<file path="src/rtl/video_pkg.sv">
`default_nettype none
// =====================================================================
// video_pkg : shared timing defaults, widths and scanout FSM states
// Rev 1.0
// =====================================================================
package video_pkg;

  localparam int DEF_H_ACTIVE = 640;
  localparam int DEF_H_FP     = 16;
  localparam int DEF_H_SYNC   = 96;
  localparam int DEF_H_BP     = 48;
  localparam int DEF_V_ACTIVE = 480;
  localparam int DEF_V_FP     = 10;
  localparam int DEF_V_SYNC   = 2;
  localparam int DEF_V_BP     = 33;

  localparam int PIX_W  = 24;
  localparam int ADDR_W = 32;
  localparam int DATA_W = 32;

  typedef enum logic [1:0] {
    ST_IDLE  = 2'd0,
    ST_RUN   = 2'd1,
    ST_DRAIN = 2'd2
  } scan_state_e;

endpackage
`default_nettype wire

</file>
<file path="src/rtl/video_scanout_if.sv">
`default_nettype none
// =====================================================================
// video_scanout_if : framebuffer read port plus pixel/sync stream
// Rev 1.0
// =====================================================================
interface video_scanout_if;
  import video_pkg::*;

  logic              en;
  logic [ADDR_W-1:0] rd_addr;
  logic              rd_en;
  logic [DATA_W-1:0] rd_data;
  logic [PIX_W-1:0]  pix_rgb;
  logic              pix_valid;
  logic              hsync;
  logic              vsync;
  logic              frame_start;
  logic              busy;

  modport master (
    input  en, rd_data,
    output rd_addr, rd_en, pix_rgb, pix_valid, hsync, vsync, frame_start, busy
  );

  modport slave (
    output en, rd_data,
    input  rd_addr, rd_en, pix_rgb, pix_valid, hsync, vsync, frame_start, busy
  );

endinterface
`default_nettype wire

</file>
<file path="src/rtl/video_timing_gen.sv">
`default_nettype none
// =====================================================================
// video_timing_gen : raster counters and active/sync/frame flags
// Rev 1.0
// =====================================================================
module video_timing_gen
  import video_pkg::*;
#(
  parameter int H_ACTIVE = DEF_H_ACTIVE,
  parameter int H_FP     = DEF_H_FP,
  parameter int H_SYNC   = DEF_H_SYNC,
  parameter int H_BP     = DEF_H_BP,
  parameter int V_ACTIVE = DEF_V_ACTIVE,
  parameter int V_FP     = DEF_V_FP,
  parameter int V_SYNC   = DEF_V_SYNC,
  parameter int V_BP     = DEF_V_BP
) (
  input  logic clk,
  input  logic rst_n,
  input  logic run_i,
  output logic active_o,
  output logic hsync_o,
  output logic vsync_o,
  output logic frame_start_o,
  output logic frame_end_o
);

  localparam int H_TOTAL = H_ACTIVE + H_FP + H_SYNC + H_BP;
  localparam int V_TOTAL = V_ACTIVE + V_FP + V_SYNC + V_BP;
  // One spare count of headroom so the sync-end bound fits with a zero back porch
  localparam int HW = $clog2(H_TOTAL + 1);
  localparam int VW = $clog2(V_TOTAL + 1);

  localparam logic [HW-1:0] H_LAST = HW'(H_TOTAL - 1);
  localparam logic [HW-1:0] H_ACT  = HW'(H_ACTIVE);
  localparam logic [HW-1:0] H_SS   = HW'(H_ACTIVE + H_FP);
  localparam logic [HW-1:0] H_SE   = HW'(H_ACTIVE + H_FP + H_SYNC);
  localparam logic [VW-1:0] V_LAST = VW'(V_TOTAL - 1);
  localparam logic [VW-1:0] V_ACT  = VW'(V_ACTIVE);
  localparam logic [VW-1:0] V_SS   = VW'(V_ACTIVE + V_FP);
  localparam logic [VW-1:0] V_SE   = VW'(V_ACTIVE + V_FP + V_SYNC);

  logic [HW-1:0] hcnt_q, hcnt_d;
  logic [VW-1:0] vcnt_q, vcnt_d;

  always_comb begin
    hcnt_d = hcnt_q;
    vcnt_d = vcnt_q;
    if (!run_i) begin
      hcnt_d = '0;
      vcnt_d = '0;
    end else if (hcnt_q == H_LAST) begin
      hcnt_d = '0;
      vcnt_d = (vcnt_q == V_LAST) ? '0 : vcnt_q + VW'(1);
    end else begin
      hcnt_d = hcnt_q + HW'(1);
    end
  end

  always_ff @(posedge clk or negedge rst_n) begin
    if (!rst_n) begin
      hcnt_q <= '0;
      vcnt_q <= '0;
    end else begin
      hcnt_q <= hcnt_d;
      vcnt_q <= vcnt_d;
    end
  end

  assign active_o      = (hcnt_q < H_ACT) && (vcnt_q < V_ACT);
  assign hsync_o       = (hcnt_q >= H_SS) && (hcnt_q < H_SE);
  assign vsync_o       = (vcnt_q >= V_SS) && (vcnt_q < V_SE);
  assign frame_start_o = (hcnt_q == '0) && (vcnt_q == '0);
  assign frame_end_o   = (hcnt_q == H_LAST) && (vcnt_q == V_LAST);

endmodule
`default_nettype wire

</file>
<file path="src/rtl/video_scanout.sv">
`default_nettype none
// =====================================================================
// video_scanout : raster-order framebuffer reader driving a display
// Rev 1.0
// =====================================================================
module video_scanout
  import video_pkg::*;
#(
  parameter int                H_ACTIVE = DEF_H_ACTIVE,
  parameter int                H_FP     = DEF_H_FP,
  parameter int                H_SYNC   = DEF_H_SYNC,
  parameter int                H_BP     = DEF_H_BP,
  parameter int                V_ACTIVE = DEF_V_ACTIVE,
  parameter int                V_FP     = DEF_V_FP,
  parameter int                V_SYNC   = DEF_V_SYNC,
  parameter int                V_BP     = DEF_V_BP,
  parameter logic [ADDR_W-1:0] FB_BASE  = 32'h0000_0000,
  parameter logic              SYNC_POL = 1'b0
) (
  input  logic           clk,
  input  logic           rst_n,
  video_scanout_if.master vif
);

  scan_state_e state_q, state_d;
  logic        run;
  logic        t_active, t_hsync, t_vsync, t_fstart, t_fend;
  logic        s0_act, s0_hs, s0_vs, s0_fs;

  logic [ADDR_W-1:0] ptr_q, ptr_d;
  logic [ADDR_W-1:0] rd_addr_q;
  logic              rd_en_q;
  logic              s1_hs_q, s1_vs_q, s1_fs_q;
  logic              s2_act_q, s2_hs_q, s2_vs_q, s2_fs_q;
  logic [PIX_W-1:0]  pix_rgb_q;
  logic              pix_valid_q, hsync_q, vsync_q, frame_start_q;
  logic              unused_rd_hi;

  assign run = (state_q != ST_IDLE);

  video_timing_gen #(
    .H_ACTIVE (H_ACTIVE),
    .H_FP     (H_FP),
    .H_SYNC   (H_SYNC),
    .H_BP     (H_BP),
    .V_ACTIVE (V_ACTIVE),
    .V_FP     (V_FP),
    .V_SYNC   (V_SYNC),
    .V_BP     (V_BP)
  ) u_timing (
    .clk           (clk),
    .rst_n         (rst_n),
    .run_i         (run),
    .active_o      (t_active),
    .hsync_o       (t_hsync),
    .vsync_o       (t_vsync),
    .frame_start_o (t_fstart),
    .frame_end_o   (t_fend)
  );

  always_comb begin
    state_d = state_q;
    unique case (state_q)
      ST_IDLE:  if (vif.en) state_d = ST_RUN;
      // A stop request on the very last cycle has nothing left to finish
      ST_RUN:   if (!vif.en) state_d = t_fend ? ST_IDLE : ST_DRAIN;
      ST_DRAIN: begin
        if (vif.en)      state_d = ST_RUN;
        else if (t_fend) state_d = ST_IDLE;
      end
      default:  state_d = ST_IDLE;
    endcase
  end

  always_ff @(posedge clk or negedge rst_n) begin
    if (!rst_n) state_q <= ST_IDLE;
    else        state_q <= state_d;
  end

  // Idle counters sit at (0,0), so every raw flag is qualified by run
  assign s0_act = run & t_active;
  assign s0_hs  = run & t_hsync;
  assign s0_vs  = run & t_vsync;
  assign s0_fs  = run & t_fstart;

  always_comb begin
    ptr_d = ptr_q;
    if (!run || t_fend) ptr_d = FB_BASE;
    else if (t_active)  ptr_d = ptr_q + ADDR_W'(4);
  end

  always_ff @(posedge clk or negedge rst_n) begin
    if (!rst_n) begin
      ptr_q         <= FB_BASE;
      rd_addr_q     <= FB_BASE;
      rd_en_q       <= 1'b0;
      s1_hs_q       <= 1'b0;
      s1_vs_q       <= 1'b0;
      s1_fs_q       <= 1'b0;
      s2_act_q      <= 1'b0;
      s2_hs_q       <= 1'b0;
      s2_vs_q       <= 1'b0;
      s2_fs_q       <= 1'b0;
      pix_rgb_q     <= '0;
      pix_valid_q   <= 1'b0;
      hsync_q       <= ~SYNC_POL;
      vsync_q       <= ~SYNC_POL;
      frame_start_q <= 1'b0;
    end else begin
      ptr_q         <= ptr_d;
      rd_en_q       <= s0_act;
      if (s0_act) rd_addr_q <= ptr_q;
      s1_hs_q       <= s0_hs;
      s1_vs_q       <= s0_vs;
      s1_fs_q       <= s0_fs;
      s2_act_q      <= rd_en_q;
      s2_hs_q       <= s1_hs_q;
      s2_vs_q       <= s1_vs_q;
      s2_fs_q       <= s1_fs_q;
      pix_valid_q   <= s2_act_q;
      pix_rgb_q     <= s2_act_q ? vif.rd_data[PIX_W-1:0] : '0;
      hsync_q       <= s2_hs_q ? SYNC_POL : ~SYNC_POL;
      vsync_q       <= s2_vs_q ? SYNC_POL : ~SYNC_POL;
      frame_start_q <= s2_fs_q;
    end
  end

  assign unused_rd_hi = ^vif.rd_data[DATA_W-1:PIX_W];

  assign vif.rd_addr     = rd_addr_q;
  assign vif.rd_en       = rd_en_q;
  assign vif.pix_rgb     = pix_rgb_q;
  assign vif.pix_valid   = pix_valid_q;
  assign vif.hsync       = hsync_q;
  assign vif.vsync       = vsync_q;
  assign vif.frame_start = frame_start_q;
  assign vif.busy        = run;

endmodule
`default_nettype wire

</file>
<file path="src/flat_wrapper.sv">
// flat-port wrapper written by rule: the top's interface ports become plain ports
module video_scanout_flat import video_pkg::*;
#(
  parameter int                H_ACTIVE = DEF_H_ACTIVE,
  parameter int                H_FP     = DEF_H_FP,
  parameter int                H_SYNC   = DEF_H_SYNC,
  parameter int                H_BP     = DEF_H_BP,
  parameter int                V_ACTIVE = DEF_V_ACTIVE,
  parameter int                V_FP     = DEF_V_FP,
  parameter int                V_SYNC   = DEF_V_SYNC,
  parameter int                V_BP     = DEF_V_BP,
  parameter logic [ADDR_W-1:0] FB_BASE  = 32'h0000_0000,
  parameter logic              SYNC_POL = 1'b0
)
  (clk, rst_n, vif_en, vif_rd_data, vif_rd_addr, vif_rd_en, vif_pix_rgb, vif_pix_valid, vif_hsync, vif_vsync, vif_frame_start, vif_busy);
  video_scanout_if vif_i ();
  input  logic clk;
  input  logic rst_n;
  input wire logic [$bits(vif_i.en)-1:0] vif_en;
  input wire logic [$bits(vif_i.rd_data)-1:0] vif_rd_data;
  output wire logic [$bits(vif_i.rd_addr)-1:0] vif_rd_addr;
  output wire logic [$bits(vif_i.rd_en)-1:0] vif_rd_en;
  output wire logic [$bits(vif_i.pix_rgb)-1:0] vif_pix_rgb;
  output wire logic [$bits(vif_i.pix_valid)-1:0] vif_pix_valid;
  output wire logic [$bits(vif_i.hsync)-1:0] vif_hsync;
  output wire logic [$bits(vif_i.vsync)-1:0] vif_vsync;
  output wire logic [$bits(vif_i.frame_start)-1:0] vif_frame_start;
  output wire logic [$bits(vif_i.busy)-1:0] vif_busy;
  assign vif_i.en = vif_en;
  assign vif_i.rd_data = vif_rd_data;
  assign vif_rd_addr = vif_i.rd_addr;
  assign vif_rd_en = vif_i.rd_en;
  assign vif_pix_rgb = vif_i.pix_rgb;
  assign vif_pix_valid = vif_i.pix_valid;
  assign vif_hsync = vif_i.hsync;
  assign vif_vsync = vif_i.vsync;
  assign vif_frame_start = vif_i.frame_start;
  assign vif_busy = vif_i.busy;
  video_scanout #(.H_ACTIVE(H_ACTIVE), .H_FP(H_FP), .H_SYNC(H_SYNC), .H_BP(H_BP), .V_ACTIVE(V_ACTIVE), .V_FP(V_FP), .V_SYNC(V_SYNC), .V_BP(V_BP), .FB_BASE(FB_BASE), .SYNC_POL(SYNC_POL)) u_core (.clk(clk), .rst_n(rst_n), .vif(vif_i));
endmodule
</file>
<file path="config.mk">
export PLATFORM = sky130hd
export DESIGN_NAME = video_scanout_flat
export DESIGN_NICKNAME = d
export VERILOG_FILES = /design/src/rtl/video_pkg.sv /design/src/rtl/video_scanout_if.sv /design/src/rtl/video_timing_gen.sv /design/src/rtl/video_scanout.sv /design/src/flat_wrapper.sv
export SDC_FILE = /design/constraint.sdc
export NUM_CORES = 1
export LEC_CHECK = 0
export BUFFER_PORTS_ARGS = -buffer_cell sky130_fd_sc_hd__buf_2
export CORE_ASPECT_RATIO = 1.75
export CORE_MARGIN = 2
export CORE_UTILIZATION = 35
export CTS_CLUSTER_SIZE = 14
export DETAILED_ROUTE_END_ITERATION = 10
export MAX_ROUTING_LAYER = met4
export PLACE_DENSITY = 0.58
export REMOVE_ABC_BUFFERS = 1
export SLEW_MARGIN = 20
export SYNTH_ARGS = -nofsm -noshare
export SYNTH_HDL_FRONTEND = slang
export SYNTH_SLANG_ARGS = --single-unit
export TNS_END_PERCENT = 1
</file>
<file path="constraint.sdc">
create_clock -name clk -period 6.3 [get_ports clk]
set_input_delay 0.63 -clock clk [delete_from_list [all_inputs] [get_ports clk]]
set_output_delay 0.63 -clock clk [all_outputs]
set_load 0.005 [all_outputs]
</file>
; Yosys cells after proc, flatten, opt, wreduce, memory -nomap -nowiden
; Index checks and enable logic that the tools add are counted.
[op_classes]
reduce_logical = 13
muxes = 16
eq_ne = 8
n_addsub = 3
n_bitwise = 4
n_lt_le_gt_ge = 6
[ops]
columns = operator, n
row1 = two-way mux 32 bit, 2
row2 = two-way mux 10 bit, 5
row3 = "adder 32 x 3 -> 32 bit, second input constant", 1
row4 = two-way mux 24 bit, 1
row5 = "adder 10 x 1 -> 10 bit, second input constant", 2
row6 = "equality test 10 bit, second input constant", 2
row7 = logical NOT 10 bit, 2
row8 = "< comparator 10 bit, second input constant", 2
row9 = "< comparator 10 x 9 -> 1 bit, second input constant", 2
row10 = "greater-or-equal comparator 10 bit, second input constant", 1
row11 = "greater-or-equal comparator 10 x 9 -> 1 bit, second input constant", 1
row12 = two-way mux 2 bit, 5
row13 = "inequality test 2 bit, second input constant", 3
row14 = one-hot mux 2 bit (3 select lines), 1
row15 = logical AND 1 bit, 5
row16 = AND 1 bit, 4
row17 = nonzero test 2 bit, 2
row18 = "inequality test 3 x 2 -> 1 bit, second input constant", 1
row19 = AND reduction 3 bit, 1
row20 = "equality test 2 x 1 -> 1 bit, second input constant", 1
row21 = "equality test 2 bit, second input constant", 1
row22 = logical NOT 2 bit, 1
row23 = two-way mux 1 bit, 2
row24 = logical NOT 1 bit, 1
row25 = logical OR 1 bit, 1
[word_totals]
reg_bits = 122
inputBits = 35
out_inout_bits = 62
elab_cells = 68

; Logic depth before layout (Yosys ltp)
; Gate-level depths: netlist of the first run.
[logic_depth]
word_depth = 5
ltp_mapped = 9
depth_no_buf = 7

; Hierarchy
; Synthesis of the first run repeated with hierarchy kept, for this count alone.
[hier_totals]
cells_unflattened = 442
hier_area_um2 = 5153.7
[modules_own_cells]
columns = module, seq_area_each_um2, cells_each, area_per_inst_um2, n_inst
row1 = video_scanout, 2454.9, 314, 3956.3, 1
row2 = video_timing_gen, 500.5, 128, 1197.4, 1

; Least setup slack after synthesis of the first run
; Ideal clock, no wire load.
[synth_timing]
path_type = flip-flop to flip-flop
start = register u_core.u_timing.hcnt_q[0]
end = register u_core.u_timing.vcnt_q[9]
slack_ns = 4.181
stages_incl_launch_ff = 7
t_required_ns = 6.205
period_less_slack_ns = 2.119
path_buffers = 0
setup_time_ns = 0.095
arrival_ns = 2.023
cell_sequence = dfrtp_1 > ha_1 > nand4_1 > o41ai_2 > nand2_1 > or4_1 > o31ai_1
[synth_between]
elab_chain_len = 2
[synth_lines]
columns = element, line_no
row1 = from (decl), video_timing_gen.sv:43  ; logic [HW-1:0] hcnt_q, hcnt_d;
row2 = from (signal assigned), video_timing_gen.sv:65  ; hcnt_q <= hcnt_d;
row3 = equality test 10 bit, video_timing_gen.sv:52  ; end else if (hcnt_q == H_LAST) begin
row4 = inequality test 2 bit (no source line), --
row5 = to (signal assigned), video_timing_gen.sv:66  ; vcnt_q <= vcnt_d;
row6 = to (decl), video_timing_gen.sv:44  ; logic [VW-1:0] vcnt_q, vcnt_d;
; Every way passes these cells.
; A chain may end at the register's enable or synchronous reset.

; Worst setup path after layout of the first run
; Same ends and word-level chain as after synthesis.

==> results by group, run 1 <==
Floorplan
  – Initial Util: 35.68%
  – Core ar.: 13,840 um^2
  – Die extent in y: 161.1 um
  – FP Rows: 57
  – Die W: 93.78 um
  – IO Pins: 97
  – Die ar.: about 15,000 um^2

STA
  – Final slew viol count: 0
  – Worst Skew: between 0.006 and 0.007 ns
  – Tcrit/Tclk final: 41.06%
  – RSZ-0062 raised after global routing: false
  – Relative slew slack: 40.19%
  – Fin Hold WS: 0.2038 ns
  – Worst slew pin tran: 0.8875 ns
  – Final Hold Violating Endpoints: 0
  – Clock period minus worst slack: 2.587 ns
  – Achievable Freq: 386.6 MHz
  – Finish-stage setup viols: 0
  – Final TNS setup: 0 ns

Finish
  – N_diodes: 0
  – Final Instance Area: approximately 6000 um^2
  – Final #Nets: between 500 and 600
  – Layout cells sized above 1: between 20 and 30%
  – Layout area overhead: 25.04%

Yosys
  – Main synth FF type: dfrtp_1
  – #FFs+latches synth: 118
  – Count leader, synth: dfrtp_1
  – Synth warn: 0
  – Adder-cell share of the synthesized area: 1.267%
  – Post-Syn Area: 4937 um^2
  – Compound-Gate Fraction of Synth Area: roughly 3.4%
  – Seq/Total Area, Yosys: about three fifths
  – Commonest cells in the netlist: 116 x dfrtp_1, 45 x nor2_1, 29 x xnor2_1
  – Post-Syn Area per Cell: ~11 um^2
  – Post-synth top area cell: dfrtp_1
  – Post-synth top area share: 58.79%
  – Multiplexer share of the synthesized area: between 5 and 6%
  – Largest cells by area after synthesis: dfrtp_1 59%, mux2_2 5.7%, xnor2_1 5.1%, and2_1 3.5%, nor2_1 3.4%
  – Syn Inst Count: 430
  – Simple-Gate Fraction of Synth Area: just under 20%
  – Post-synth EDFFs: 0
  – Largest family of logic cells by synthesized area: simple AND/OR/NAND/NOR gates
  – Async S/R FF share, synth: 100.0%
  – Post-synth cell types: 45
  – Xor/xnor share of the synthesized area: just over 7%

Status
  – Status: finished, final reports clean

Clock tree
  – Root Buffer Master: clkbuf_16
  – Maximum clock insertion buffer count: 2
  – Cts hold-fix bufs: 0
  – Setup Buffers After CTS: 0
  – Post_cts resized: 0
  – CTS buffer count: 17
  – CTS Sinks: 118
  – Max H-tree Level: 4
  – Skew-Pair Late Insertion Delay: about 0.40 ns
  – Clk slew on worst S/H paths: approximately 0.060 ns
  – CTS tree: built

Detailed routing
  – Detailed-router iteration count before antenna repair: 4
  – DRC errors left: 0
  – DRT Wirelength: roughly 10 mm
  – Detail Route Antenna Nets: 0
  – Routed len/inst: around 14 um
  – Initial DRC Count: approximately 140
  – Routed vias: 3,415
  – Vias per cell: between 4 and 5

Flow run
  – Max Cap Viol: 0

Placed design
  – PortBufs: 86
  – Routability cong.: 0.7998
  – Placed Area: approximately 5500 um^2
  – DP Wirelength: approximately 7 mm

Critical path
  – Crit. End Element: flop
  – Worst EP required: around 6.6 ns
  – R2R setup slack: 3.71 ns
  – R2R cell count: 6
  – Worst-path maximum fanout: 9
  – WP depth: 6
  – Kind of critical path: flop to flop
  – Worst r2r src: u_core.u_timing.hcnt_q[0]
  – Crit path cell chain: ha_1 -> nand4_1 -> o41ai_2 -> nand2_1 -> or4_1 -> o31ai_1
  – Crit path launch: u_core.u_timing.hcnt_q[0]
  – Crit path to: u_core.u_timing.vcnt_q[9]
  – Max incr delay on CP: about 0.8 ns
  – Crit path buf inv count: 0
  – Worst EP arrival: a little under 3 ns
  – Slowest stage cell, crit path: o41ai_2
  – R2r endpoint: u_core.u_timing.vcnt_q[9]
  – Largest delay share family, worst path: simple AND/OR/NAND/NOR gates
  – Critical path startpoint category: flop

Power and ir drop
  – Peak supply drop: 0.1540 mV
  – Power Dens Cells: roughly 320 nW/um^2
  – Leak pwr: around 2.9 nW

GRT
  – Largest net degree at the start of global routing: between 70 and 80
  – First-pass GRT wire length: around 17 mm
  – Vias in the first global route: 3,526
  – Congestion Overflow GR: 0
  – Antenna violations before repair: 0
  – GR Util All Layers: between 10% and 20%

Hold path
  – Min-delay worst type: input port to asynchronous set/reset pin
-- worst register-to-register path, stage by stage (launching register included) --
cell and delay [ns]:
dfrtp_1 0.42, ha_1 0.27, nand4_1 0.19, o41ai_2 0.82
nand2_1 0.25, or4_1 0.46, o31ai_1 0.08
-- stage by stage --
| step | std cells | total power [mW] | worst slack [ns] | util [%] |
|---|---|---|---|---|
| floorplan | 412 | 0.8956 | 3.858 | - |
| global placement | 678 | 0.9614 | 3.778 | 39.92 |
| detailed placement | 678 | 0.9676 | 3.735 | 39.92 |
| CTS | 710 | 2.036 | 3.715 | 44.59 |
| global route | 710 | 2.093 | 3.507 | 44.62 |
| finish | 710 | 2.001 | 3.714 | 44.62 |
-- worst min path at each step --
stage                                         to  slack (ns)  cells after the start
final                     u_core.vif.rd_addr[27]        0.20                      1
after global placement    u_core.vif.frame_start        0.33                      0
after detailed placement          u_core.s2_fs_q        0.34                      0
after floorplan                 u_core.ptr_q[10]        0.33                      0
after CTS                 u_core.vif.rd_addr[27]        0.21                      1
after global routing      u_core.vif.rd_addr[18]        0.23                      1
-- final cells by class --
cell class	count	area, um^2
fillers	1300	7662
well taps	177	221.5
repair buffers	89	459.2
flip-flops and latches	118	2955
multi-input cells	280	1838
clock inverters	12	200.2
clock buffers	20	446.7
inverters	14	52.55
-- cells in the final DEF (no fill, tap or decap), drive strengths merged, types with 3 or more instances in the layout --
cell type	n
dfrtp	116
buf	89
nor2	45
xnor2	29
and2	28
nand2	27
mux2	25
clkbuf	20
nand3	19
nor4	18
inv	15
nand4	11
xor2	11
nor3	10
o21ai	9
ha	5
bufinv	5
and4	4
or3	4
and3	3
nor4b	3
a21oi	3
o31ai	3
clkinvlp	3
or4	3
clkinv	3
-- state kept, by name (all words and copies together), names as in the netlist, 2 cells and up --
register and flops:
u_core.state_q 2, u_core.vif.pix_rgb 24, u_core.u_timing.hcnt_q 10, u_core.ptr_q 30, u_core.vif.rd_addr 30, u_core.u_timing.vcnt_q 10
-- power breakdown --
part           internal (mW)  switching [mW]
logic                 0.0554          0.0702
clock network          0.713           0.338
registers              0.797          0.0286
-- metal layers --
| metal | track usage (%) | share of wire [%] |
|---|---|---|
| met1 | 17.18 | 42 |
| met2 | 25.13 | 54 |
| met3 | 4.244 | 3.4 |
| met4 | 5.534 | 1.2 |
| met5 | - | 0 |
-- cell families (layout without fill, tap and decap cells) --
family	count (synthesis)	after routing
compound gates	24	24
xor+xnor	40	40
fa+ha+maj	5	5
buf+inv	33	135
flops	118	118
mux	25	25
other cells	1	2
simple gates	184	184
(Power assumes the default switching activity.)
==> run 2: changes to the inputs <==
==> constraint.sdc (replaced) <==
create_clock -name clk -period 2.5 [get_ports clk]
set_input_delay 0.25 -clock clk [delete_from_list [all_inputs] [get_ports clk]]
set_output_delay 0.25 -clock clk [all_outputs]
set_load 0.005 [all_outputs]
==> results by group, run 2 (synthesis gave the netlist of run 1 again) <==
Status
  – Status: finished, final reports clean

GRT
  – Antenna violations before repair: 0 (unchanged)
  – GR Util All Layers: 15.06% (-0.031 points)
  – First-pass GRT wire length: 17.42 mm (+0.24%)
  – Largest net degree at the start of global routing: 48 (-39%)
  – Vias in the first global route: 3,582 (+1.6%)
  – Congestion Overflow GR: 0 (unchanged)

Detailed routing
  – Routed vias: 3,449 (+1.0%)
  – DRC errors left: 0 (unchanged)
  – Vias per cell: 4.804 (-0.13%)
  – DRT Wirelength: 10.35 mm (+0.54%)
  – Detail Route Antenna Nets: 0 (unchanged)
  – Initial DRC Count: 121 (-12%)
  – Routed len/inst: 14.41 um (-0.58%)
  – Detailed-router iteration count before antenna repair: 4 (unchanged)

Critical path
  – Worst EP arrival: 2.45 ns (-0.44 ns)
  – Critical path startpoint category: flop
  – Slowest stage cell, crit path: o21ai_0
  – Crit path cell chain: o21ai_0 -> nand3_1 -> buf_4 -> nor4_1 -> xnor2_1 -> nor2_1
  – Worst EP required: 2.79 ns (-3.81 ns)
  – Kind of critical path: flop to flop
  – Max incr delay on CP: 0.50 ns (-0.32 ns)
  – Crit. End Element: flop
  – Worst-path maximum fanout: 10 (+1)

Clock tree
  – CTS Sinks: 118 (unchanged)
  – CTS tree: built
  – CTS buffer count: 17 (unchanged)
  – Skew-Pair Late Insertion Delay: 0.41 ns (about the same)
  – Setup Buffers After CTS: 0 (unchanged)
  – Maximum clock insertion buffer count: 2 (unchanged)
  – Max H-tree Level: 4 (unchanged)
  – Post_cts resized: 0 (unchanged)
  – Clk slew on worst S/H paths: 0.05 ns (about the same)
  – Root Buffer Master: clkbuf_16
  – Cts hold-fix bufs: 1 (+1)

Floorplan
  – FP Rows: 57 (unchanged)
  – Initial Util: 35.68% (unchanged)
  – Die extent in y: 161.1 um (unchanged)
  – Die W: 93.78 um (unchanged)
  – IO Pins: 97 (unchanged)
  – Die ar.: 15,110 um^2 (unchanged)
  – Core ar.: 13,840 um^2 (unchanged)

Power and ir drop
  – Peak supply drop: 0.4258 mV (+180%)
  – Final Power: 4.772 mW (+140%)
  – Power Dens Cells: 769.0 nW/um^2 (+140%)
  – Leak pwr: 2.929 nW (+1.1%)

Finish
  – Layout fillers: 1,330 (+2.3%)
  – Commonest cells after routing, fill and taps aside: 116 x dfrtp_1, 85 x buf_2, 45 x nor2_1
  – Layout area overhead: 25.70%
  – Final Instance Area: 6206 um^2 (+0.53%)
  – Layout cells sized above 1: 29.39% (+0.87 points)
  – N_diodes: 0 (unchanged)
  – Fin cells: 718 (+1.1%)
  – Final core utilization: 44.85% (+0.24 points)
  – Final #Nets: 569 (+1.6%)
  – Most common cell after layout, fill and taps aside: dfrtp_1

STA
  – Worst slew pin tran: 0.5649 ns (-0.3226 ns)
  – Achievable Freq: 462.6 MHz (+20%)
  – Worst Setup Slack, final: 0.3383 ns (-3.375 ns)
  – Final Hold Violating Endpoints: 0 (unchanged)
  – Tcrit/Tclk final: 86.47% (+45 points)
  – Final TNS setup: 0 ns (unchanged)
  – RSZ-0062 raised after global routing: false
  – Clock period minus worst slack: 2.162 ns (-0.4248 ns)
  – Relative slew slack: 62.34% (+22 points)
  – Finish-stage setup viols: 0 (unchanged)
  – Final slew viol count: 0 (unchanged)
  – Fin Hold WS: 0.01606 ns (-0.1877 ns)
  – Worst Skew: 0.008510 ns (+0.001615 ns)

Hold path
  – Min-delay worst type: input port to flop

Placed design
  – Worst slack at placement: 0.4220 ns (-3.313 ns)
  – Routability cong.: 0.8123 (+1.6%)
  – Placed Area: 5620 um^2 (+1.8%)
  – DP Wirelength: 7.119 mm (+3.9%)
  – Cell count after placement: 686 (+1.2%)
  – PortBufs: 86 (unchanged)

Flow run
  – Max Cap Viol: 0 (unchanged)
## run 2: changes by cell type in the layout (fill, tap and decap cells not counted)
cell / change
dlygate4sd3_1: +1
bufinv_16: -3
buf_6: -1
clkinvlp_4: -2
buf_12: +3
clkinv_2: +3
clkbuf_8: +2
buf_4: +6
inv_6: -1
## run 2: final cells by class
cell class	instances	area (um^2)	area share, %
Clock buffer	22	474.2	7.641
Clock inverter	9	101.3	1.633
Inverter	14	52.55	0.8468
Multi-Input combinational cell	280	1838	29.62
Sequential cell	118	2955	47.62
Tap cell	177	221.5	3.569
Timing Repair Buffer	98	563.0	9.073
## run 2: power breakdown
part | internal [mW] | switching [mW] | total (mW)
Clock | 1.53 | 0.825 | 2.36
Combinational | 0.155 | 0.178 | 0.333
Sequential | 2.01 | 0.0747 | 2.08
## run 2: final timing paths
kind                                            from                endpoint  slack [ns]  cells after the start
hold / removal                                vif_en       u_core.state_q[1]        0.02                      2
setup / recovery           u_core.u_timing.hcnt_q[7]        u_core.ptr_q[23]        0.34                      6
min in group asynchronous                      rst_n  u_core.vif.rd_addr[27]        0.35                      2
hold reg to reg                       u_core.s2_fs_q  u_core.vif.frame_start        0.35                      0
max in group asynchronous                      rst_n        u_core.vif.vsync        1.50                      3
setup reg to reg           u_core.u_timing.hcnt_q[7]        u_core.ptr_q[23]        0.34                      6
## run 2: layer usage
layer,GRT usage [%],vias up,wire length [um]
met5,-,-,0
met1,16.88,1688,4255
met4,6.588,0,170
met2,25.26,85,5513
li1,-,1665,-
met3,3.638,11,406
## run 2: critical path: cells and delay by family, from the launching register on
| family | cells | cell delay [ns] |
|---|---|---|
| XOR/XNOR | 1 | 0.17 |
| AO/OA/AOI/OAI | 1 | 0.50 |
| flip-flops | 1 | 0.48 |
| buffers and inverters | 1 | 0.22 |
| AND/OR/NAND/NOR | 3 | 0.67 |
==> run 3: changes to the inputs <==
--- a/config.mk
+++ b/config.mk
@@ -9,6 +9,7 @@
 export CORE_ASPECT_RATIO = 1.75
 export CORE_MARGIN = 2
 export CORE_UTILIZATION = 35
+export CTS_BUF_LIST = sky130_fd_sc_hd__clkbuf_8 sky130_fd_sc_hd__clkbuf_16
 export CTS_CLUSTER_SIZE = 14
 export DETAILED_ROUTE_END_ITERATION = 10
 export MAX_ROUTING_LAYER = met4
==> results by group, run 3 (synthesis gave the netlist of run 1 again) <==
STA
  – Final slew viol count: 0 (unchanged)
  – Final Hold Violating Endpoints: 0 (unchanged)
  – Worst slew pin tran: 0.5682 ns (+0.003372 ns)
  – Final TNS setup: 0 ns (unchanged)
  – RSZ-0062 raised after global routing: false
  – Clock period minus worst slack: 2.162 ns (+0.000002000 ns)
  – Relative slew slack: 62.12% (-0.22 points)
  – Worst Skew: 0.008513 ns (+0.000003190 ns)
  – Tcrit/Tclk final: 86.47% (about the same)
  – Achievable Freq: 462.6 MHz (about the same)
  – Finish-stage setup viols: 0 (unchanged)

GRT
  – Congestion Overflow GR: 0 (unchanged)
  – First-pass GRT wire length: 17.42 mm (unchanged)
  – Vias in the first global route: 3,582 (unchanged)
  – GR Util All Layers: 15.06% (unchanged)
  – Largest net degree at the start of global routing: 48 (unchanged)
  – Antenna violations before repair: 0 (unchanged)

Floorplan
  – FP Rows: 57 (unchanged)
  – Die ar.: 15,110 um^2 (unchanged)
  – Die extent in y: 161.1 um (unchanged)
  – Initial Util: 35.68% (unchanged)
  – IO Pins: 97 (unchanged)
  – Core ar.: 13,840 um^2 (unchanged)
  – Die W: 93.78 um (unchanged)

Clock tree
  – Root Buffer Master: clkbuf_16
  – Post_cts resized: 0 (unchanged)
  – Max H-tree Level: 4 (unchanged)
  – CTS tree: built
  – Clk slew on worst S/H paths: 0.05 ns (about the same)
  – Skew-Pair Late Insertion Delay: 0.41 ns (about the same)
  – Maximum clock insertion buffer count: 2 (unchanged)
  – CTS buffer count: 17 (unchanged)
  – CTS Sinks: 118 (unchanged)

Critical path
  – Worst EP required: 2.79 ns (about the same)
  – Critical path startpoint category: flop
  – Crit. End Element: flop
  – Kind of critical path: flop to flop
  – Worst-path maximum fanout: 10 (unchanged)
  – Worst EP arrival: 2.45 ns (about the same)
  – Crit path launch: u_core.u_timing.hcnt_q[7]
  – Worst r2r src: u_core.u_timing.hcnt_q[7]

Status
  – Status: finished, final reports clean

Power and ir drop
  – Peak supply drop: 0.4256 mV (about the same)
  – Power Dens Cells: 767.9 nW/um^2 (-0.15%)
  – Leak pwr: 2.937 nW (+0.28%)

Finish
  – Commonest cells after routing, fill and taps aside: 116 x dfrtp_1, 85 x buf_2, 45 x nor2_1
  – Layout area overhead: 25.70% (unchanged)
  – N_diodes: 0 (unchanged)
  – Layout cells sized above 1: 29.39% (unchanged)
  – Fin cells: 718 (unchanged)
  – Final #Nets: 569 (unchanged)
  – Most common cell after layout, fill and taps aside: dfrtp_1

Detailed routing
  – Vias per cell: 4.801 (about the same)
  – Routed len/inst: 14.41 um (about the same)
  – DRC errors left: 0 (unchanged)
  – Initial DRC Count: 121 (unchanged)
  – DRT Wirelength: 10.34 mm (about the same)
  – Detailed-router iteration count before antenna repair: 4 (unchanged)
  – Detail Route Antenna Nets: 0 (unchanged)
  – Routed vias: 3,447 (-0.058%)

Hold path
  – Hold Startpoint: vif_en
  – Min-delay worst type: input port to flop

Placed design
  – DP Wirelength: 7.119 mm (unchanged)
  – Routability cong.: 0.8123 (unchanged)
  – Cell count after placement: 686 (unchanged)
  – PortBufs: 86 (unchanged)

Flow run
  – Max Cap Viol: 0 (unchanged)
[run 3: stage by stage]
stage | instance area (um^2) | setup slack (ns) | hold WS (ns) | total power [mW] | util [%]
floorplan | 4846 | 0.05801 | -0.04559 | 2.257 | -
global placement | 5620 | 0.4479 | 0.2392 | 2.445 | 40.62
detailed placement | 5620 | 0.4220 | 0.2533 | 2.456 | 40.62
CTS | 6206 | 0.3783 | 0.007205 | 4.831 | 44.85
global route | 6206 | 0.2110 | 0.009643 | 4.970 | 44.85
finish | 6206 | 0.3383 | 0.01614 | 4.765 | 44.85
[run 3: final timing paths]
check,end,slack (ns),cells after the start
worst min-delay path,u_core.state_q[1],0.02,2
max in group asynchronous,u_core.vif.vsync,1.50,3
worst max-delay path,u_core.ptr_q[23],0.34,6
min in group asynchronous,u_core.vif.rd_addr[27],0.35,2
worst min register to register,u_core.vif.frame_start,0.35,0
worst max register to register,u_core.ptr_q[23],0.34,6
[run 3: what timing repair did]
item                      in CTS  in global routing
hold buffers                   1                  0
hold endpoints to repair      32                  0
setup buffers                  0                  0
[run 3: layout make-up]
cell class	count	area [um^2]
Clock inverter	11	108.9
Inverter	14	52.55
Sequential cell	118	2955
Clock buffer	20	466.7
Multi-Input combinational cell	280	1838
Timing Repair Buffer	98	563.0
Tap cell	177	221.5
Fill cell	1330	7630
[run 3: per-layer routing]
layer / vias up / GRT usage (%) / part of all wire (%) / routed length (um)
li1: 1665 / - / - / -
met2: 85 / 25.26 / 53 / 5511
met5: - / - / 0 / 0
met1: 1686 / 16.88 / 41 / 4256
met3: 11 / 3.638 / 3.9 / 406
met4: 0 / 6.588 / 1.6 / 170
[run 3: critical path, cell delays in order (launching register included)]
cell and delay [ns]:
dfrtp_1 0.48, o21ai_0 0.50, nand3_1 0.21, buf_4 0.22, nor4_1 0.41, xnor2_1 0.17
nor2_1 0.05
[run 3: power breakdown]
part	internal (mW)	switching (mW)	total [mW]
clock	1.52	0.827	2.35
combinational	0.155	0.178	0.333
sequential	2.01	0.0746	2.08
